--- config.mk ---
export PLATFORM = sky130hd
export DESIGN_NAME = rbs_subtractor_serial
export DESIGN_NICKNAME = d
export VERILOG_FILES = /design/src/rtl/rbs_subtractor_serial.sv
export SDC_FILE = /design/constraint.sdc
export NUM_CORES = 1
export LEC_CHECK = 0
export BUFFER_PORTS_ARGS = -buffer_cell sky130_fd_sc_hd__buf_4
export CAP_MARGIN = 5
export CELL_PAD_IN_SITES_DETAIL_PLACEMENT = 0
export CELL_PAD_IN_SITES_GLOBAL_PLACEMENT = 1
export CORE_MARGIN = 2
export CORE_UTILIZATION = 43
export CTS_CLUSTER_SIZE = 16
export DETAILED_ROUTE_END_ITERATION = 8
export GPL_ROUTABILITY_DRIVEN = 0
export MAX_ROUTING_LAYER = met4
export PLACE_DENSITY_LB_ADDON = 0.1
export SYNTH_ARGS = -nofsm -noshare
export SYNTH_HDL_FRONTEND = slang
export SYNTH_SLANG_ARGS = --single-unit
--- constraint.sdc ---
create_clock -name clk -period 2.68 [get_ports clk]
set_input_delay 0.536 -clock clk [delete_from_list [all_inputs] [get_ports clk]]
set_output_delay 0.536 -clock clk [all_outputs]
set_load 0.03 [all_outputs]
--- src/rtl/rbs_subtractor_serial.sv ---
`default_nettype none
// ============================================================================
//  Module      : rbs_subtractor_serial
//  Description : Bit-serial ripple-borrow subtractor. Computes A - B - Bin
//                one bit per enabled clock, LSB first. Start/busy/done
//                handshake; result outputs are masked to zero while en=0.
//  Revision    : 1.0 - initial release
// ============================================================================
module rbs_subtractor_serial #(
    parameter int WIDTH = 4
) (
    input  logic             clk,
    input  logic             rst,
    input  logic             en,
    input  logic             start,
    input  logic [WIDTH-1:0] A,
    input  logic [WIDTH-1:0] B,
    input  logic             Bin,
    output logic             busy,
    output logic             done,
    output logic [WIDTH-1:0] Diff,
    output logic             Borrow,
    output logic             Ovf
);

    localparam int               CNT_W    = $clog2(WIDTH);
    localparam logic [CNT_W-1:0] LAST_CNT = CNT_W'(WIDTH - 1);

    typedef enum logic [0:0] {
        IDLE  = 1'b0,
        SHIFT = 1'b1
    } state_t;

    state_t             state_q,  state_d;
    logic [WIDTH-1:0]   a_sh_q,   a_sh_d;
    logic [WIDTH-1:0]   b_sh_q,   b_sh_d;
    logic [WIDTH-1:0]   d_sh_q,   d_sh_d;
    logic               bw_q,     bw_d;
    logic [CNT_W-1:0]   cnt_q,    cnt_d;
    logic               a_msb_q,  a_msb_d;
    logic               b_msb_q,  b_msb_d;
    logic [WIDTH-1:0]   diff_q,   diff_d;
    logic               borrow_q, borrow_d;
    logic               ovf_q,    ovf_d;
    logic               done_q,   done_d;

    // One full-subtractor slice working on the current LSBs of the shifters
    logic               w_a0;
    logic               w_b0;
    logic               w_d;
    logic               w_bw_next;
    logic [WIDTH-1:0]   w_d_sh_next;

    assign w_a0        = a_sh_q[0];
    assign w_b0        = b_sh_q[0];
    assign w_d         = w_a0 ^ w_b0 ^ bw_q;
    assign w_bw_next   = (~w_a0 & w_b0) | (~(w_a0 ^ w_b0) & bw_q);
    assign w_d_sh_next = {w_d, d_sh_q[WIDTH-1:1]};

    // Next-state logic: accept a start in IDLE, shift one bit per enabled cycle
    always_comb begin
        state_d  = state_q;
        a_sh_d   = a_sh_q;
        b_sh_d   = b_sh_q;
        d_sh_d   = d_sh_q;
        bw_d     = bw_q;
        cnt_d    = cnt_q;
        a_msb_d  = a_msb_q;
        b_msb_d  = b_msb_q;
        diff_d   = diff_q;
        borrow_d = borrow_q;
        ovf_d    = ovf_q;
        done_d   = 1'b0;    // done is a single-cycle pulse

        case (state_q)
            IDLE: begin
                if (start && en) begin
                    a_sh_d  = A;
                    b_sh_d  = B;
                    bw_d    = Bin;
                    d_sh_d  = '0;
                    cnt_d   = '0;
                    a_msb_d = A[WIDTH-1];
                    b_msb_d = B[WIDTH-1];
                    state_d = SHIFT;
                end
            end
            SHIFT: begin
                // en low freezes the whole datapath, including the counter
                if (en) begin
                    a_sh_d = {1'b0, a_sh_q[WIDTH-1:1]};
                    b_sh_d = {1'b0, b_sh_q[WIDTH-1:1]};
                    d_sh_d = w_d_sh_next;
                    bw_d   = w_bw_next;
                    cnt_d  = cnt_q + CNT_W'(1);
                    if (cnt_q == LAST_CNT) begin
                        // The bit produced on this edge is the result MSB
                        diff_d   = w_d_sh_next;
                        borrow_d = w_bw_next;
                        ovf_d    = (a_msb_q ^ b_msb_q) & (w_d ^ a_msb_q);
                        done_d   = 1'b1;
                        state_d  = IDLE;
                    end
                end
            end
            default: state_d = IDLE;
        endcase
    end

    // State and datapath registers with synchronous reset
    always_ff @(posedge clk) begin
        if (rst) begin
            state_q  <= IDLE;
            a_sh_q   <= '0;
            b_sh_q   <= '0;
            d_sh_q   <= '0;
            bw_q     <= 1'b0;
            cnt_q    <= '0;
            a_msb_q  <= 1'b0;
            b_msb_q  <= 1'b0;
            diff_q   <= '0;
            borrow_q <= 1'b0;
            ovf_q    <= 1'b0;
            done_q   <= 1'b0;
        end else begin
            state_q  <= state_d;
            a_sh_q   <= a_sh_d;
            b_sh_q   <= b_sh_d;
            d_sh_q   <= d_sh_d;
            bw_q     <= bw_d;
            cnt_q    <= cnt_d;
            a_msb_q  <= a_msb_d;
            b_msb_q  <= b_msb_d;
            diff_q   <= diff_d;
            borrow_q <= borrow_d;
            ovf_q    <= ovf_d;
            done_q   <= done_d;
        end
    end

    assign busy   = (state_q == SHIFT);
    assign done   = done_q;
    // Result outputs read zero while disabled; the registers keep their value
    assign Diff   = en ? diff_q   : '0;
    assign Borrow = en ? borrow_q : 1'b0;
    assign Ovf    = en ? ovf_q    : 1'b0;

endmodule
`default_nettype wire
==> results of run 1 <==
[flip-flops by register name (all words and copies together) (netlist names)]
register  cells
a_msb_q       1
ovf_q         1
d_sh_q        3
done          1
diff_q        4
a_sh_q        4
borrow_q      1
cnt_q         2
b_msb_q       1
b_sh_q        4
bw_q          1
busy          1
[worst reg2reg max path: stages, from the launching register on]
cell,delay [ns]
sky130_fd_sc_hd__dfxtp_1,0.35
sky130_fd_sc_hd__inv_1,0.06
sky130_fd_sc_hd__fa_1,0.59
sky130_fd_sc_hd__nor2_1,0.07
sky130_fd_sc_hd__a21oi_1,0.18
sky130_fd_sc_hd__a211oi_2,0.09
[through the flow]
stage	instance area [um2]	power, mW	std cells
2_1_floorplan	1094	0.4609	114
3_3_place_gp	1224	0.4822	157
3_5_place_dp	1224	0.4843	157
4_1_cts	1260	0.6763	161
5_1_grt	1260	0.6985	161
6_report	1260	0.6623	161
[power by group through the flow]
stage / clock [mW] / combinational (mW) / sequential, mW
finish: 0.187 / 0.0947 / 0.380
floorplan: 0 / 0.0737 / 0.387
global route: 0.211 / 0.106 / 0.382
detailed placement: 0 / 0.0959 / 0.388
global placement: 0 / 0.0940 / 0.388
CTS: 0.200 / 0.0960 / 0.381
[metal layers]
| layer | GRT usage | part of all wire |
|---|---|---|
| met1 | 0.1838 | 0.46 |
| met2 | 0.2430 | 0.48 |
| met3 | 0.05738 | 0.044 |
| met4 | 0.05000 | 0.0067 |
| met5 | - | 0 |
[cells in the final DEF, fill, tap and decap left out, types with 3 or more instances in the layout]
cell type and instances:
sky130_fd_sc_hd__nor2_1 13, sky130_fd_sc_hd__nor2_2 3, sky130_fd_sc_hd__a21oi_1 11, sky130_fd_sc_hd__buf_4 21, sky130_fd_sc_hd__a211oi_2 9, sky130_fd_sc_hd__and2_1 6
sky130_fd_sc_hd__nand3b_1 3, sky130_fd_sc_hd__inv_1 3, sky130_fd_sc_hd__nand2_1 16, sky130_fd_sc_hd__clkbuf_4 3, sky130_fd_sc_hd__dfxtp_1 24, sky130_fd_sc_hd__a32oi_1 4
sky130_fd_sc_hd__mux2i_1 7
[cells by family after synthesis]
kind of cell / synth area share
fa+ha+maj: 0.02975
compound gates: 0.2071
simple gates: 0.1899
buf+inv: 0.06978
mux: 0.06408
flops: 0.4394
[path summary, 6_finish.rpt]
check | from | to | slack, ns | depth (start not counted)
max | en | Borrow | 1.10 | 3
min | diff_q[3] | diff_q[3] | 0.46 | 2
max reg2reg | b_sh_q[0] | ovf_q | 1.26 | 5
min reg2reg | diff_q[3] | diff_q[3] | 0.46 | 2
[cell type report]
class                      count  area (um2)  share of cell area
sequential                    24       480.5              0.3813
tap                           30       37.54             0.02979
clock buffer                   4       36.28             0.02880
multi-input combinational     79       536.8              0.4260
timing repair buffer          21       157.7              0.1251
inverter                       3       11.26            0.008937
==> impl_metrics.ini, run 1 <==
[outcome]
run_status = finished, final reports clean

[clock_tree]
cts_max_level = 1
tritoncts = yes
clock_latency_ns = 0.31
post_cts_hold_fix_bufs = 0
postCtsSetupBuffers = 0
cts_resized = 0
cts-buffers-inserted = 3
clkTransAtPathRegs_ns = 0.13
ctsLongestPathBuffers = 2
clock_sinks = 24
clockRootBuffer = sky130_fd_sc_hd__clkbuf_4

[power_and_ir_drop]
power-per-cell-area_nw_per_um2 = 525.7
switching_share = 0.2509
peakVddDrop_mv = 0.3805
power.static_leakage_nw = 0.4833
switchingPower_uw = 166.1
power.internal_uw = 496.2
power.share.clock = 0.283
seqPwrFrac = 0.574
power.share.combinational = 0.143

[sta]
hold_fails_final_rpt = 0
timing.final.setup_violations = 0
worst_rel_slew_slack = 0.7719
period_share = 0.5889
slew_viol_final = 0
max_freq_mhz = 633.6
period_minus_slack_ns = 1.578
clock-skew-final_ns = 0.008335
grt_setup_unrepaired = false
layout_setup_ws_ns = 1.102
fin_worst_hold_slack_ns = 0.4587
timing_worst_slew_pin_value_ns = 0.3421
setup_tns_ns = 0

[drt]
drt-vias-per-instance = 5.050
route.detailed.drc = 0
route.final.wire_length_um = 1934
detail-route-antenna-nets = 0
num_vias = 813
detail_route.iter0.violations = 8
post_drt_wl_per_cell_um = 12.01
dr.pass1.iters = 3

[final_layout]
final_nets = 147
area_growth_pct = 15.22
n_fill_cell = 242
post_route_cells_drive_above_1_share = 0.2977
antenna_cells_inserted = 0
final_util = 0.5180

[synthesis]
postSynth.asyncResetShare = 0
synth_enable_flop_cells = 0
synth_top_cells_by_count = sky130_fd_sc_hd__dfxtp_1 (24), sky130_fd_sc_hd__nand2_1 (16), sky130_fd_sc_hd__nor2_1 (13)
synth.largest_area_cell = sky130_fd_sc_hd__dfxtp_1
synth.ff_latch_count = 24
synth.lib_cells_used.distinct = 23
synthesis.yosys.warnings = 0
synth-main-ff-cell = sky130_fd_sc_hd__dfxtp_1
netlist_area_um2 = 1094
yosysMostFrequentCell = sky130_fd_sc_hd__dfxtp_1
postSynthAreaPerCell_um2 = 9.593
net_count_of_the_mapped_netlist = 129
ys_top_cells_by_area = sky130_fd_sc_hd__dfxtp_1 (44%), sky130_fd_sc_hd__a211oi_2 (10%), sky130_fd_sc_hd__mux2i_1 (6.4%), sky130_fd_sc_hd__nand2_1 (5.5%), sky130_fd_sc_hd__a21oi_1 (5.0%)
synth_top_area_frac = 0.4394
synthesized_netlist_cell_count = 114
synth_seq_area_share = 0.4394

[floorplan]
core_area_um2 = 2432
floorplan.io_pins = 21
row_count = 18
floorplan.initialDensity = 0.4496
die_w_um = 54.43
die_area_um2 = 2963
dieHeight_um = 54.43

[setup_path]
critPathMaxStageDelay_ns = 0.17
critPathCaptureType = output pin
cp_data_required_time_ns = 2.14
worst_setup_path_start_kind = input pin
critPathMostFrequentCell = sky130_fd_sc_hd__buf_4
critical-path-top-delay-family = buffers and inverters
worstPathBufferInverterCount = 2
critical-path-slowest-cell = sky130_fd_sc_hd__buf_4
critical_path_peak_fanout = 18
cp_data_arrival_time_ns = 1.04
criticalPathCategory = in2out
critical_path.cell_chain = buf_4, and2_1, buf_4

[global_routing]
grt_overflow = 0
grt_pass1_vias = 697
pin_count_of_the_biggest_net_entering_global_routing = 25
grt_first_pass_wirelength_um = 3118
grt_util_all_layers = 0.1550
grt_antenna_before_repair = 0

[placement]
port_buffers = 20
detailedPlace.worstSlack_ns = 1.102
dp.final_hpwl_um = 1363

[worst_hold_path]
worstHoldPathType = reg2reg

[flow_run]
max_cap_violations = 0
Power figures use the tool's default switching activity.
==> inputs of run 2 (changes only) <==
CORE_ASPECT_RATIO = 0.5   (was unset)
CORE_UTILIZATION = 36   (was 43)
clock period = 1.3 ns   (was 2.68 ns; I/O delays follow)
==> impl_metrics.ini, run 2 (synthesis results as in run 1) <==
[clock_tree]
cts-buffers-inserted = 3
tritoncts = yes
clockRootBuffer = sky130_fd_sc_hd__clkbuf_8
clock_sinks = 24
clock_latency_ns = 0.26
cts_max_level = 1
clkTransAtPathRegs_ns = 0.09
ctsLongestPathBuffers = 2

[placement]
placement.cell_area_um2 = 1267
port_buffers = 20
dp.final_hpwl_um = 1438

[drt]
num_vias = 838
drt-vias-per-instance = 4.734
route.top_layer_used = met4
route.final.wire_length_um = 2075
route.met2.wl_um = 918
detail_route.iter0.violations = 16
dr.pass1.iters = 3
route.detailed.drc = 0
met3_wirelength_um = 90
met1Wirelength_um = 1051
post_drt_wl_per_cell_um = 11.72
detail-route-antenna-nets = 0

[final_layout]
fin_area_um2 = 1375
final_common_cell = sky130_fd_sc_hd__buf_4
area_used_by_multi_input_combinational_logic_um2 = 551.8
post_route_cells_drive_above_1_share = 0.3942
final_cell_mix = sky130_fd_sc_hd__buf_4 (26), sky130_fd_sc_hd__dfxtp_1 (21), sky130_fd_sc_hd__nand2_1 (16)
n_fill_cell = 313
antenna_cells_inserted = 0
final_nets = 153
final-seq-area_um2 = 484.2
largest_registers = a_sh_q x4, b_sh_q x4, diff_q x4
area_growth_pct = 25.74

[setup_path]
critical_path.cell_chain = inv_2, fa_2, nor2_1, a21oi_2, a211oi_2
criticalPathCategory = reg2reg
crit-reg2reg-launch = bw_q
critical-path-top-delay-family = adder cells
critPathCaptureType = register
r2r_cells = 5
critical_path_peak_fanout = 3
critical-path-slowest-cell = sky130_fd_sc_hd__fa_2
worst_setup_path_start_kind = register
worstPathBufferInverterCount = 1
cp_data_required_time_ns = 1.50
critPathMaxStageDelay_ns = 0.47
worst_r2r_endpoint = ovf_q
cp_data_arrival_time_ns = 1.51
rrSetupSlack_ns = -0.01

[sta]
hold_fails_final_rpt = 0
clock-skew-final_ns = 0.008031
grt_setup_unrepaired = true
timing_worst_slew_pin_value_ns = 0.3747
slew_viol_final = 0
layout_setup_ws_ns = -0.01228
setup_tns_ns = -0.01907
fin_worst_hold_slack_ns = 0.2595
max_freq_mhz = 762.0
worst_rel_slew_slack = 0.7502
timing.final.setup_violations = 2
period_minus_slack_ns = 1.312
period_share = 1.009

[worst_hold_path]
worstHoldPathType = in2reg
hp-start = B[3]
hold_depth = 3
worst_hold_path.endpoint = b_sh_q[3]

[global_routing]
grt_first_pass_wirelength_um = 3553
grt_antenna_before_repair = 0
grt_util_all_layers = 0.1400
grt_pass1_vias = 773
grt_overflow = 0
pin_count_of_the_biggest_net_entering_global_routing = 25

[outcome]
run_status = finished, violations left
failed_checks = negative setup slack

[floorplan]
die_area_um2 = 3521
dieHeight_um = 42.97
floorplan.io_pins = 21
die_w_um = 81.95
core_area_um2 = 2943
row_count = 14
floorplan.initialDensity = 0.3716

[power_and_ir_drop]
total_power_mw = 1.662
power-per-cell-area_nw_per_um2 = 1209
power.internal_mw = 1.290
power.share.clock = 0.387
switchingPower_uw = 371.6
peakVddDrop_mv = 0.7527
seqPwrFrac = 0.473
power.share.combinational = 0.140
switching_share = 0.2236
power.static_leakage_nw = 0.5307

[flow_run]
max_cap_violations = 0
run 2: cell count changes in the layout (fill, tap and decap cells not counted), sizes merged:
cell / delta
clkbuf: -1
bufinv: +1
buf: +6
run 2: repair_timing:
action / 4_1_cts / 5_1_grt
hold buffers: 0 / 0
pin swaps: 3 / 5
setup buffers: 2 / 0
cloned: 0 / 0
gates resized for setup: 4 / 5
setup endpoints to repair: 2 / 4
run 2: cell type report:
class | count | area share
inverter | 3 | 0.008189
multi-input combinational | 79 | 0.4013
clock buffer | 3 | 0.03003
clock inverter | 1 | 0.02184
timing repair buffer | 27 | 0.1501
tap | 40 | 0.03640
sequential | 24 | 0.3521
run 2: per-stage QoR:
| step | utilization | std cells | worst slack (ns) |
|---|---|---|---|
| floorplan | - | 114 | 0.01053 |
| global route | 0.4673 | 177 | -0.05658 |
| detailed placement | 0.4307 | 171 | -0.07557 |
| CTS | 0.4617 | 177 | -0.02412 |
| finish | 0.4673 | 177 | -0.01228 |
| global placement | 0.4307 | 171 | -0.02628 |
run 2: layer usage:
| layer | up-vias | GRT usage |
|---|---|---|
| met5 | - | - |
| met4 | 0 | 0.02000 |
| met3 | 2 | 0.05106 |
| met2 | 13 | 0.2146 |
| met1 | 387 | 0.1821 |
| li1 | 436 | - |
run 2: worst max-delay path by stage:
stage               cells past startpoint  slack, ns  startpoint  endpoint
finish                                  5      -0.01        bw_q     ovf_q
global route                            5      -0.06        bw_q     ovf_q
CTS                                     5      -0.02   b_sh_q[0]     ovf_q
detailed placement                      5      -0.08        bw_q     ovf_q
global placement                        5      -0.03        bw_q     ovf_q
floorplan                               5       0.01        bw_q     ovf_q
run 2: worst reg2reg max path, stage by stage, from the launching register on:
cell                       delay, ns
sky130_fd_sc_hd__dfxtp_2        0.34
sky130_fd_sc_hd__inv_2          0.04
sky130_fd_sc_hd__fa_2           0.47
sky130_fd_sc_hd__nor2_1         0.14
sky130_fd_sc_hd__a21oi_2        0.07
sky130_fd_sc_hd__a211oi_2       0.20
run 2: power groups by stage:
| stage | clock [mW] | combinational (mW) | sequential [mW] |
|---|---|---|---|
| 3_5_place_dp | 0 | 0.211 | 0.802 |
| 2_1_floorplan | 0 | 0.152 | 0.799 |
| 3_3_place_gp | 0 | 0.206 | 0.802 |
| 5_1_grt | 0.702 | 0.257 | 0.791 |
| 6_report | 0.643 | 0.232 | 0.787 |
| 4_1_cts | 0.664 | 0.226 | 0.786 |
==> inputs of run 3 (changes only) <==
CORE_ASPECT_RATIO = unset   (was 0.5)
CTS_BUF_LIST = sky130_fd_sc_hd__clkbuf_16   (was unset)
==> impl_metrics.ini, run 3 (synthesis results as in run 1) <==
[power_and_ir_drop]
power.share.combinational = 0.134
power.static_leakage_nw = 0.5293
power.internal_mw = 1.277
switching_share = 0.2246
total_power_mw = 1.647
peakVddDrop_mv = 0.8354
seqPwrFrac = 0.478
power-per-cell-area_nw_per_um2 = 1211
switchingPower_uw = 370.1
power.share.clock = 0.388

[drt]
route.detailed.drc = 0
route.final.wire_length_um = 2080
num_vias = 823
detail_route.iter0.violations = 6
post_drt_wl_per_cell_um = 12.46
dr.pass1.iters = 4
drt-vias-per-instance = 4.928
detail-route-antenna-nets = 0

[sta]
layout_setup_ws_ns = -0.01837
hold_fails_final_rpt = 0
grt_setup_unrepaired = true
timing_worst_slew_pin_value_ns = 0.3146
period_minus_slack_ns = 1.318
slew_viol_final = 0
worst_rel_slew_slack = 0.7902
clock-skew-final_ns = 0.001097
period_share = 1.014
timing.final.setup_violations = 1
max_freq_mhz = 758.5

[setup_path]
cp_data_required_time_ns = 1.47
cp_data_arrival_time_ns = 1.49
critPathCaptureType = register
criticalPathCategory = reg2reg
critical_path_peak_fanout = 4
worst_setup_path_start_kind = register

[worst_hold_path]
worstHoldPathType = in2reg

[global_routing]
grt_antenna_before_repair = 0
grt_overflow = 0
grt_util_all_layers = 0.1415
pin_count_of_the_biggest_net_entering_global_routing = 25
grt_first_pass_wirelength_um = 3608
grt_pass1_vias = 837

[placement]
port_buffers = 20
dp.final_hpwl_um = 1526
placed_cells_incl_taps = 163

[final_layout]
post_layout_nonfiller_instances = 167
final_common_cell = sky130_fd_sc_hd__buf_4
largest_registers = a_sh_q x4, b_sh_q x4, diff_q x4
area_growth_pct = 24.37
area_used_by_multi_input_combinational_logic_um2 = 546.8
post_route_cells_drive_above_1_share = 0.3971
final_nets = 153
final-seq-area_um2 = 485.5
antenna_cells_inserted = 0
final_cell_mix = sky130_fd_sc_hd__buf_4 (27), sky130_fd_sc_hd__dfxtp_1 (20), sky130_fd_sc_hd__nand2_1 (16)
n_fill_cell = 287

[clock_tree]
post_cts_hold_fix_bufs = 0
ctsLongestPathBuffers = 2
clock_sinks = 24
clock_latency_ns = 0.25
cts_max_level = 1
tritoncts = yes
clkTransAtPathRegs_ns = 0.06
cts-buffers-inserted = 3
clockRootBuffer = sky130_fd_sc_hd__clkbuf_16

[floorplan]
floorplan.io_pins = 21
die_w_um = 59.12
dieHeight_um = 59.12
row_count = 19
core_area_um2 = 2829
floorplan.initialDensity = 0.3866
die_area_um2 = 3495

[outcome]
failed_checks = negative setup slack
run_status = finished, violations left

[flow_run]
max_cap_violations = 0
run 3: changes by cell type in the layout (fill, tap and decap cells not counted), sizes merged:
cell / delta
bufinv: -1
run 3: cell type report:
| class | count | share of cell area |
|---|---|---|
| multi-input cells | 79 | 0.4020 |
| repair buffers | 27 | 0.1490 |
| flip-flops and latches | 24 | 0.3569 |
| clock buffers | 3 | 0.05520 |
| well taps | 31 | 0.02852 |
| inverters | 3 | 0.008280 |
run 3: metal layers:
| layer | track usage | up-vias | wire (um) |
|---|---|---|---|
| li1 | - | 436 | - |
| met1 | 0.1694 | 376 | 957 |
| met2 | 0.2429 | 9 | 1055 |
| met3 | 0.03930 | 2 | 54 |
| met4 | 0.01948 | 0 | 13 |
| met5 | - | - | 0 |
run 3: worst paths after layout:
check	start	end	slack, ns	cells after the start
setup / recovery	b_sh_q[0]	ovf_q	-0.02	4
hold / removal	B[3]	b_sh_q[3]	0.28	3
setup reg to reg	b_sh_q[0]	ovf_q	-0.02	4
hold reg to reg	diff_q[2]	diff_q[2]	0.45	2
run 3: power groups by stage:
| stage | Combinational [mW] | Clock [mW] | Sequential (mW) |
|---|---|---|---|
| 2_1_floorplan | 0.152 | 0 | 0.799 |
| 6_report | 0.220 | 0.640 | 0.788 |
| 5_1_grt | 0.247 | 0.692 | 0.791 |
| 4_1_cts | 0.214 | 0.665 | 0.785 |
| 3_3_place_gp | 0.208 | 0 | 0.799 |
| 3_5_place_dp | 0.213 | 0 | 0.801 |
run 3: critical path, stage by stage (launching register included):
cell                       delay, ns
sky130_fd_sc_hd__dfxtp_2        0.33
sky130_fd_sc_hd__inv_2          0.04
sky130_fd_sc_hd__fa_2           0.57
sky130_fd_sc_hd__nand3b_1       0.10
sky130_fd_sc_hd__a211oi_2       0.21
run 3: per-stage QoR:
stage / setup TNS, ns / util / hold WS (ns) / worst slack [ns] / instance area [um2]
finish: -0.01837 / 0.4808 / 0.2846 / -0.01837 / 1360
global route: -0.1191 / 0.4808 / 0.3067 / -0.1191 / 1360
CTS: -0.04848 / 0.4737 / 0.2794 / -0.04848 / 1340
detailed placement: -0.04450 / 0.4467 / 0.4470 / -0.04450 / 1264
global placement: -0.009994 / 0.4467 / 0.4403 / -0.009994 / 1264
floorplan: 0 / - / 0.3246 / 0.01053 / 1095
run 3: what timing repair did:
item                                    in CTS  in global routing
resized for setup                            2                  7
endpoints found under the setup margin       1                  7
buffers inserted                             0                  1
pin swaps                                    0                  4
